[config.mk]
export PLATFORM = sky130hd
export DESIGN_NAME = mdu
export DESIGN_NICKNAME = d
export VERILOG_FILES = /design/src/rtl/mdu.sv
export SDC_FILE = /design/constraint.sdc
export NUM_CORES = 1
export LEC_CHECK = 0
export CAP_MARGIN = 20
export CORE_UTILIZATION = 48
export CTS_CLUSTER_SIZE = 25
export DETAILED_ROUTE_END_ITERATION = 10
export PLACE_DENSITY = 0.7
export SETUP_SLACK_MARGIN = 0.1
export SLEW_MARGIN = 25
export SYNTH_ARGS = -nofsm -noshare
export SYNTH_HDL_FRONTEND = slang
export SYNTH_SLANG_ARGS = --single-unit
[constraint.sdc]
create_clock -name clk -period 3.7 [get_ports clk]
set_clock_uncertainty 0.1 [all_clocks]
set_input_delay 0.555 -clock clk [delete_from_list [all_inputs] [get_ports clk]]
set_output_delay 0.555 -clock clk [all_outputs]
set_load 0.05 [all_outputs]
[src/rtl/mdu.sv]
`default_nettype none
// ============================================================================
// Module   : mdu
// Purpose  : Iterative radix-2 multiply / restoring-divide unit producing HI/LO
// Revision : 1.0 - initial release
// ============================================================================
module mdu #(
    parameter int WIDTH = 32
) (
    input  logic             clk,
    input  logic             rst,
    input  logic [WIDTH-1:0] A,
    input  logic [WIDTH-1:0] B,
    input  logic [2:0]       MDUOp,
    input  logic             start,
    output logic             busy,
    output logic             done,
    output logic [WIDTH-1:0] HI,
    output logic [WIDTH-1:0] LO
);

    localparam logic [2:0] c_OP_MULT  = 3'b001;
    localparam logic [2:0] c_OP_MULTU = 3'b010;
    localparam logic [2:0] c_OP_DIV   = 3'b011;
    localparam logic [2:0] c_OP_DIVU  = 3'b100;
    localparam logic [2:0] c_OP_MTHI  = 3'b101;
    localparam logic [2:0] c_OP_MTLO  = 3'b110;
    localparam int         c_CW       = $clog2(WIDTH) + 1;
    localparam logic [c_CW-1:0] c_LAST = c_CW'(WIDTH - 1);

    typedef enum logic [1:0] {
        S_IDLE = 2'd0,
        S_RUN  = 2'd1,
        S_FIX  = 2'd2
    } state_t;

    state_t            r_state;
    state_t            w_next;
    logic [c_CW-1:0]   r_cnt;
    logic              r_is_div;
    logic              r_qsign;
    logic              r_rsign;
    logic              r_done;
    logic [WIDTH-1:0]  r_mcand;
    logic [WIDTH-1:0]  r_acc_hi;
    logic [WIDTH-1:0]  r_acc_lo;

    logic              w_is_md;
    logic              w_signed;
    logic              w_div_op;
    logic              w_accept;
    logic [WIDTH-1:0]  w_abs_a;
    logic [WIDTH-1:0]  w_abs_b;
    logic [WIDTH:0]    w_mul_sum;
    logic [WIDTH-1:0]  w_mul_hi;
    logic [WIDTH-1:0]  w_mul_lo;
    logic [WIDTH:0]    w_trial;
    logic              w_ge;
    logic [WIDTH-1:0]  w_diff;
    logic [WIDTH-1:0]  w_div_hi;
    logic [WIDTH-1:0]  w_div_lo;
    logic [2*WIDTH-1:0] w_prod;

    assign w_signed = (MDUOp == c_OP_MULT) || (MDUOp == c_OP_DIV);
    assign w_div_op = (MDUOp == c_OP_DIV)  || (MDUOp == c_OP_DIVU);
    assign w_is_md  = start && (w_signed || w_div_op || (MDUOp == c_OP_MULTU));
    assign w_accept = (r_state == S_IDLE) && w_is_md;
    assign w_abs_a  = (w_signed && A[WIDTH-1]) ? -A : A;
    assign w_abs_b  = (w_signed && B[WIDTH-1]) ? -B : B;

    // Multiply step: conditional add into the upper half, then shift the pair right.
    assign w_mul_sum = {1'b0, r_acc_hi} + (r_acc_lo[0] ? {1'b0, r_mcand} : '0);
    assign {w_mul_hi, w_mul_lo} = {w_mul_sum, r_acc_lo[WIDTH-1:1]};

    // Divide step: shift {rem,quot} left and keep the trial difference if it fits.
    assign w_trial  = {r_acc_hi, r_acc_lo[WIDTH-1]};
    assign w_ge     = (w_trial >= {1'b0, r_mcand});
    assign w_diff   = w_trial[WIDTH-1:0] - r_mcand;
    assign w_div_hi = w_ge ? w_diff : w_trial[WIDTH-1:0];
    assign w_div_lo = {r_acc_lo[WIDTH-2:0], w_ge};

    assign w_prod = {r_acc_hi, r_acc_lo};

    always_ff @(posedge clk) begin
        if (rst) begin
            r_state <= S_IDLE;
        end else begin
            r_state <= w_next;
        end
    end

    always_comb begin
        w_next = r_state;
        case (r_state)
            S_IDLE:  if (w_accept) w_next = S_RUN;
            S_RUN:   if (r_cnt == c_LAST) w_next = S_FIX;
            S_FIX:   w_next = S_IDLE;
            default: w_next = S_IDLE;
        endcase
    end

    always_ff @(posedge clk) begin
        if (rst) begin
            r_cnt    <= '0;
            r_is_div <= 1'b0;
            r_qsign  <= 1'b0;
            r_rsign  <= 1'b0;
            r_done   <= 1'b0;
            r_mcand  <= '0;
            r_acc_hi <= '0;
            r_acc_lo <= '0;
            HI       <= '0;
            LO       <= '0;
        end else begin
            r_done <= (r_state == S_FIX);
            case (r_state)
                S_IDLE: begin
                    if (w_accept) begin
                        r_is_div <= w_div_op;
                        r_mcand  <= w_div_op ? w_abs_b : w_abs_a;
                        r_acc_lo <= w_div_op ? w_abs_a : w_abs_b;
                        r_acc_hi <= '0;
                        r_cnt    <= '0;
                        // Divide by zero keeps the all-ones quotient unsigned so LO ends 0xFFFFFFFF.
                        r_qsign  <= w_signed && (A[WIDTH-1] ^ B[WIDTH-1])
                                    && !(w_div_op && (B == '0));
                        r_rsign  <= w_signed && A[WIDTH-1];
                    end else if (start && (MDUOp == c_OP_MTHI)) begin
                        HI <= A;
                    end else if (start && (MDUOp == c_OP_MTLO)) begin
                        LO <= A;
                    end
                end
                S_RUN: begin
                    r_cnt <= r_cnt + 1'b1;
                    if (r_is_div) begin
                        r_acc_hi <= w_div_hi;
                        r_acc_lo <= w_div_lo;
                    end else begin
                        r_acc_hi <= w_mul_hi;
                        r_acc_lo <= w_mul_lo;
                    end
                end
                S_FIX: begin
                    if (r_is_div) begin
                        HI <= r_rsign ? -r_acc_hi : r_acc_hi;
                        LO <= r_qsign ? -r_acc_lo : r_acc_lo;
                    end else begin
                        {HI, LO} <= r_qsign ? -w_prod : w_prod;
                    end
                end
                default: ;
            endcase
        end
    end

    assign busy = (r_state != S_IDLE);
    assign done = r_done;

endmodule
`default_nettype wire

## Word-level counts from Yosys, hierarchy flattened

Cells that the tools add are included.
W data, S select, Z words.

- ROM bits: 0
- Latch bits: 0
- Memories: 0
- Input bits: 70
- Output and inout port bits: 66
- Register bits after elaboration: 172
- RAM bits: 0

- Shift operators: 0
- Reductions and logical operators: 24
- Equality and inequality tests: 15
- Multipliers: 0
- Order comparisons: 1
- Bitwise gates (word level): 1
- Divide/modulo/power cells: 0
- $add $sub $neg: 8
- Mux-type cells: 29

Operator list:

| operator | number |
|---|---|
| $mux W32 | 19 |
| $pmux W32 S2 | 4 |
| $neg A32 Y32 | 4 |
| $mux W64 | 1 |
| $neg A64 Y64 | 1 |
| $add A32 B32 Y33 | 1 |
| $ge A33 B32 Y1 | 1 |
| $logic_not A32 Y1 | 1 |
| $sub A32 B32 Y32 | 1 |
| $pmux W6 S2 | 1 |
| $eq A3 B3 Y1 const B | 3 |
| $logic_and A1 B1 Y1 | 9 |
| $ne A2 B2 Y1 const B | 4 |
| $add A6 B1 Y6 const B | 1 |
| $eq A3 B2 Y1 const B | 2 |
| $eq A6 B5 Y1 const B | 1 |
| $mux W6 | 1 |
| $reduce_and A2 Y1 | 3 |
| $reduce_bool A2 Y1 | 3 |
| $logic_or A1 B1 Y1 | 4 |
| $mux W2 | 2 |
| $ne A2 B1 Y1 const B | 2 |
| $pmux W2 S2 | 1 |
| $reduce_and A4 Y1 | 1 |
| 7 further kinds | 7 |

## Logic depth before layout (Yosys ltp)

- Depth in word-level cells: 8
- Mapped depth: 14
- Depth with buffers taken out: 13

## Least setup slack after synthesis

OpenSTA, ideal clock, no wires.

- Path type: reg-to-reg
- From: register r_acc_lo[0]
- To: register r_acc_hi[24]
- Clock period less this slack: 3.198 ns
- Path buffers: 1
- Data arrival time: 2.977 ns
- Path slack: 0.502 ns
- Data required time: 3.478 ns
- Library setup time: 0.122 ns
- Cell stages (with the launch flop): 14
- Path through: dfxtp_1 > inv_1 > clkbuf_1 > nor2_1 > ha_1 > o21ai_0 > o21a_1 > o32ai_1 > a211oi_1 > or3_1 > nor2_1 > nor2_1 > xnor2_1 > a221o_1

- Word-level cells in the longest chain between the ends: 4

RTL lines:

| what | RTL line | source |
|---|---|---|
| from (decl) | 46 | `logic [WIDTH-1:0] r_acc_lo;` |
| from (signal assigned) | 121 | `r_acc_lo <= w_div_op ? w_abs_a : w_abs_b;` |
| from (signal assigned) | 138 | `r_acc_lo <= w_div_lo;` |
| from (signal assigned) | 141 | `r_acc_lo <= w_mul_lo;` |
| $mux W32 | 72 | `assign w_mul_sum = {1'b0, r_acc_hi} + (r_acc_lo[0] ? {1'b0, r_mcand} : '0);` |
| $add A32 B32 Y33 | 72 |  |
| $mux W32 | 136 | `if (r_is_div) begin` |
| $pmux W32 S2 | 116 | `case (r_state)` |
| to (signal assigned) | 137 | `r_acc_hi <= w_div_hi;` |
| to (signal assigned) | 140 | `r_acc_hi <= w_mul_hi;` |
| to (decl) | 45 | `logic [WIDTH-1:0] r_acc_hi;` |

Every way passes these cells.
A chain may end at the register's enable or synchronous reset.

## Worst setup path in the final report

- From: register r_mcand[13]
- To: register r_acc_hi[24]

- Word-level cells in the longest chain between the ends: 4
- Elaborated cells between the ends (all ways): 7
- Those cells by class: add/sub: 2; order compare: 1; mux: 4

RTL lines:

| what | RTL line | source |
|---|---|---|
| from (decl) | 44 | `logic [WIDTH-1:0] r_mcand;` |
| from (signal assigned) | 120 | `r_mcand <= w_div_op ? w_abs_b : w_abs_a;` |
| $mux W32, or another cell as far along | 72 |  |
| $add A32 B32 Y33 or $mux W32 (tied branches) | 72, 79 |  |
| $mux W32 (*) | 136 |  |
| $pmux W32 S2 (*) | 116 |  |

Mark *: on every way between the ends. The rest lies on a longest branch, timed or not.

==> flow_summary.yaml <==
clock_network:
  cts_tree: "done"
  path_clk_slew_ns: 0.08
  ctsHtreeMaxLevel: 4
  cts-root-buf: "clkbuf_16"
  ctsHoldBuffers: 0
  cts_sinks: 172
  cts_buffers: 17
  cts.path.max_buffers: 2
  clock_latency_ns: 0.45
synth:
  ys_top_cells_by_area: "dfxtp_1, nor2_1, a21oi_1"
  syn_nets: 2111
  synth_area_per_cell_um2: 7.35
  synth_top_area_cell: "dfxtp_1"
  ys_types: 77
  synth_common_cells: "nor2_1, a21oi_1, nand2_1"
  yosys_warnings: 0
  ys_seq_area_share_pct: 23.8
  synth_top_area_share_pct: 23.8
  yosysMostFrequentCell: "nor2_1"
  yosys_most_used_dff: "dfxtp_1"
  synth-edff-count: 0
  syn_area_um2: 14500
  ys_ff_latch: 172
  syn_inst: 1970
  async_reset_ff_share_pct: 0
global_routing:
  grt_overflow: 0
  first_global_vias: 14705
  grt_usage_pct: 37.4
  grt_max_degree: 67
  antenna_found_initial: 0
  grt_pass1_wl_um: 87800
placed_design:
  io_buffers: 135
  gp_congestion: 0.953
  dp_hpwl_um: 46100
  place_ws_ns: 0.119
route:
  route.detailed.drc: 0
  vias: 16107
  routed_wl_um: 58200
  vias_per_cell: 6.34
  post_drt_wl_per_cell_um: 22.9
  postRouteAntennaNets: 0
  firstDrtPassIters: 6
  drt_iter0_markers: 2044
power:
  power.density_nw_per_um2: 348
  p_leak_nw: 6.85
  vdd.ir_drop.worst_uv: 344
sta:
  fin_setup_tns_ns: 0
  setup_ws_ns: 0.241
  setup_viol: 0
  tightestPinTransition_ns: 0.927
  min_period_ns: 3.46
  max_clock_freq_mhz: 289
  hold_viol: 0
  fin_crit_sh_pct: 93.5
  slew_headroom_pct: 37.6
  slew_violations: 0
  rsz0062_at_grt: "false"
setup_path:
  cp-end-kind: "flop"
  cp.required_ns: 3.94
  worstSetupPathType: "flop to flop"
  arrival_ns: 3.70
  path_max_fanout: 25
  cp-start-kind: "flop"
  rr_worst_depth: 12
finish:
  drive_gt1_share_pct: 10.2
  fin_nets: 2279
  area_growth_pct: 21.5
  diodes: 0
floorplan:
  core_area_um2: 29600
  io_pins: 136
  start_util_pct: 48.8
  die-area_um2: 30900
  die_w_um: 176
  rows: 63
  fp.dieH_um: 176
status:
  outcome: "completed"
flow_run:
  drv_cap: 0
worst_hold_path:
  hold_depth: 2
  hp-class: "flop to flop"
==> area by class of cell <==
type	instances	area, um^2
clock buffers	20	457
clock inverters	10	131
fillers	2782	12000
inverters	62	233
multi-input cells	1606	10300
flip-flops and latches	172	3440
well taps	390	488
repair buffers	279	2500
==> where the power goes <==
part           switching [mW]  internal (mW)
Sequential              0.124           1.95
Clock                   0.869           1.04
Combinational            1.30          0.850
Total                    2.29           3.83
==> per-layer routing <==
layer,track usage [%],vias up,share of wire (%)
met5,0,-,0
met4,14.9,0,4.2
met3,6.73,120,9.8
met2,55.3,876,41
met1,53.2,7580,45
li1,-,7531,-
==> logic make-up after synthesis <==
group           synth area share (%)
compound gates                  30.7
xor+xnor                        9.86
fa+ha+maj                       6.24
buf+inv                         5.25
flops                           23.8
mux                             3.84
simple gates                    20.3
==> final timing paths <==
path / slack (ns) / from / to
worst max register to register: 0.24 / r_mcand[13] / r_acc_hi[24]
worst min register to register: 0.35 / HI[11] / HI[11]
worst min-delay path: 0.35 / HI[11] / HI[11]
worst max-delay path: 0.24 / r_mcand[13] / r_acc_hi[24]
==> cell usage in the layout (no fill, tap or decap), types with 12 or more instances in the layout <==
cell type / count
o41ai_1: 13
a211oi_1: 98
and3_1: 14
or3_1: 16
o31ai_1: 21
a21o_1: 39
xnor2_1: 87
a31oi_1: 21
buf_4: 139
o21a_1: 19
ha_1: 66
nor2b_1: 22
mux2i_1: 51
a2111oi_0: 12
a311oi_1: 20
nor3_1: 30
dfxtp_1: 171
clkdlybuf4s50_1: 134
o21ai_0: 120
nand3_1: 26
xor2_1: 76
nand2b_1: 15
clkbuf_16: 17
nand2_1: 179
a21oi_1: 186
nor2_1: 254
nand4_1: 18
inv_1: 61
o211ai_1: 32
==> registers in the layout, indices dropped and copies added (netlist names) <==
signal and count:
LO 32, r_rsign 1, r_acc_lo 32, r_qsign 1, r_cnt 6, r_state 2, r_acc_hi 32, r_is_div 1
HI 32, done 1, r_mcand 32
==> through the flow <==
stage	hold WS (ns)	power, mW	std cells	area (um^2)	utilization [%]
2_1_floorplan	0.332	3.41	1970	14500	-
4_1_cts	0.355	6.06	2539	17600	59.2
5_1_grt	0.370	6.35	2539	17600	59.3
3_5_place_dp	0.346	4.19	2509	17000	57.3
3_3_place_gp	0.341	4.17	2509	17000	57.3
6_report	0.354	6.13	2539	17600	59.3
==> timing repair <==
item                       CTS  global route
gates resized for setup      0             8
buffers inserted             0             0
setup endpoints to repair    0            13
==> worst max-delay path, stage by stage, from the launching register on <==
cell       delay (ns)
dfxtp_1          0.33
inv_1            0.08
ha_1             0.43
nand4_1          0.16
or3_1            0.42
a2111o_1         0.36
nand4_1          0.14
o2111ai_4        0.20
a311oi_4         0.34
buf_12           0.24
mux2i_1          0.23
nor2_1           0.06
a221o_1          0.25
Power figures use the tool's default switching activity.
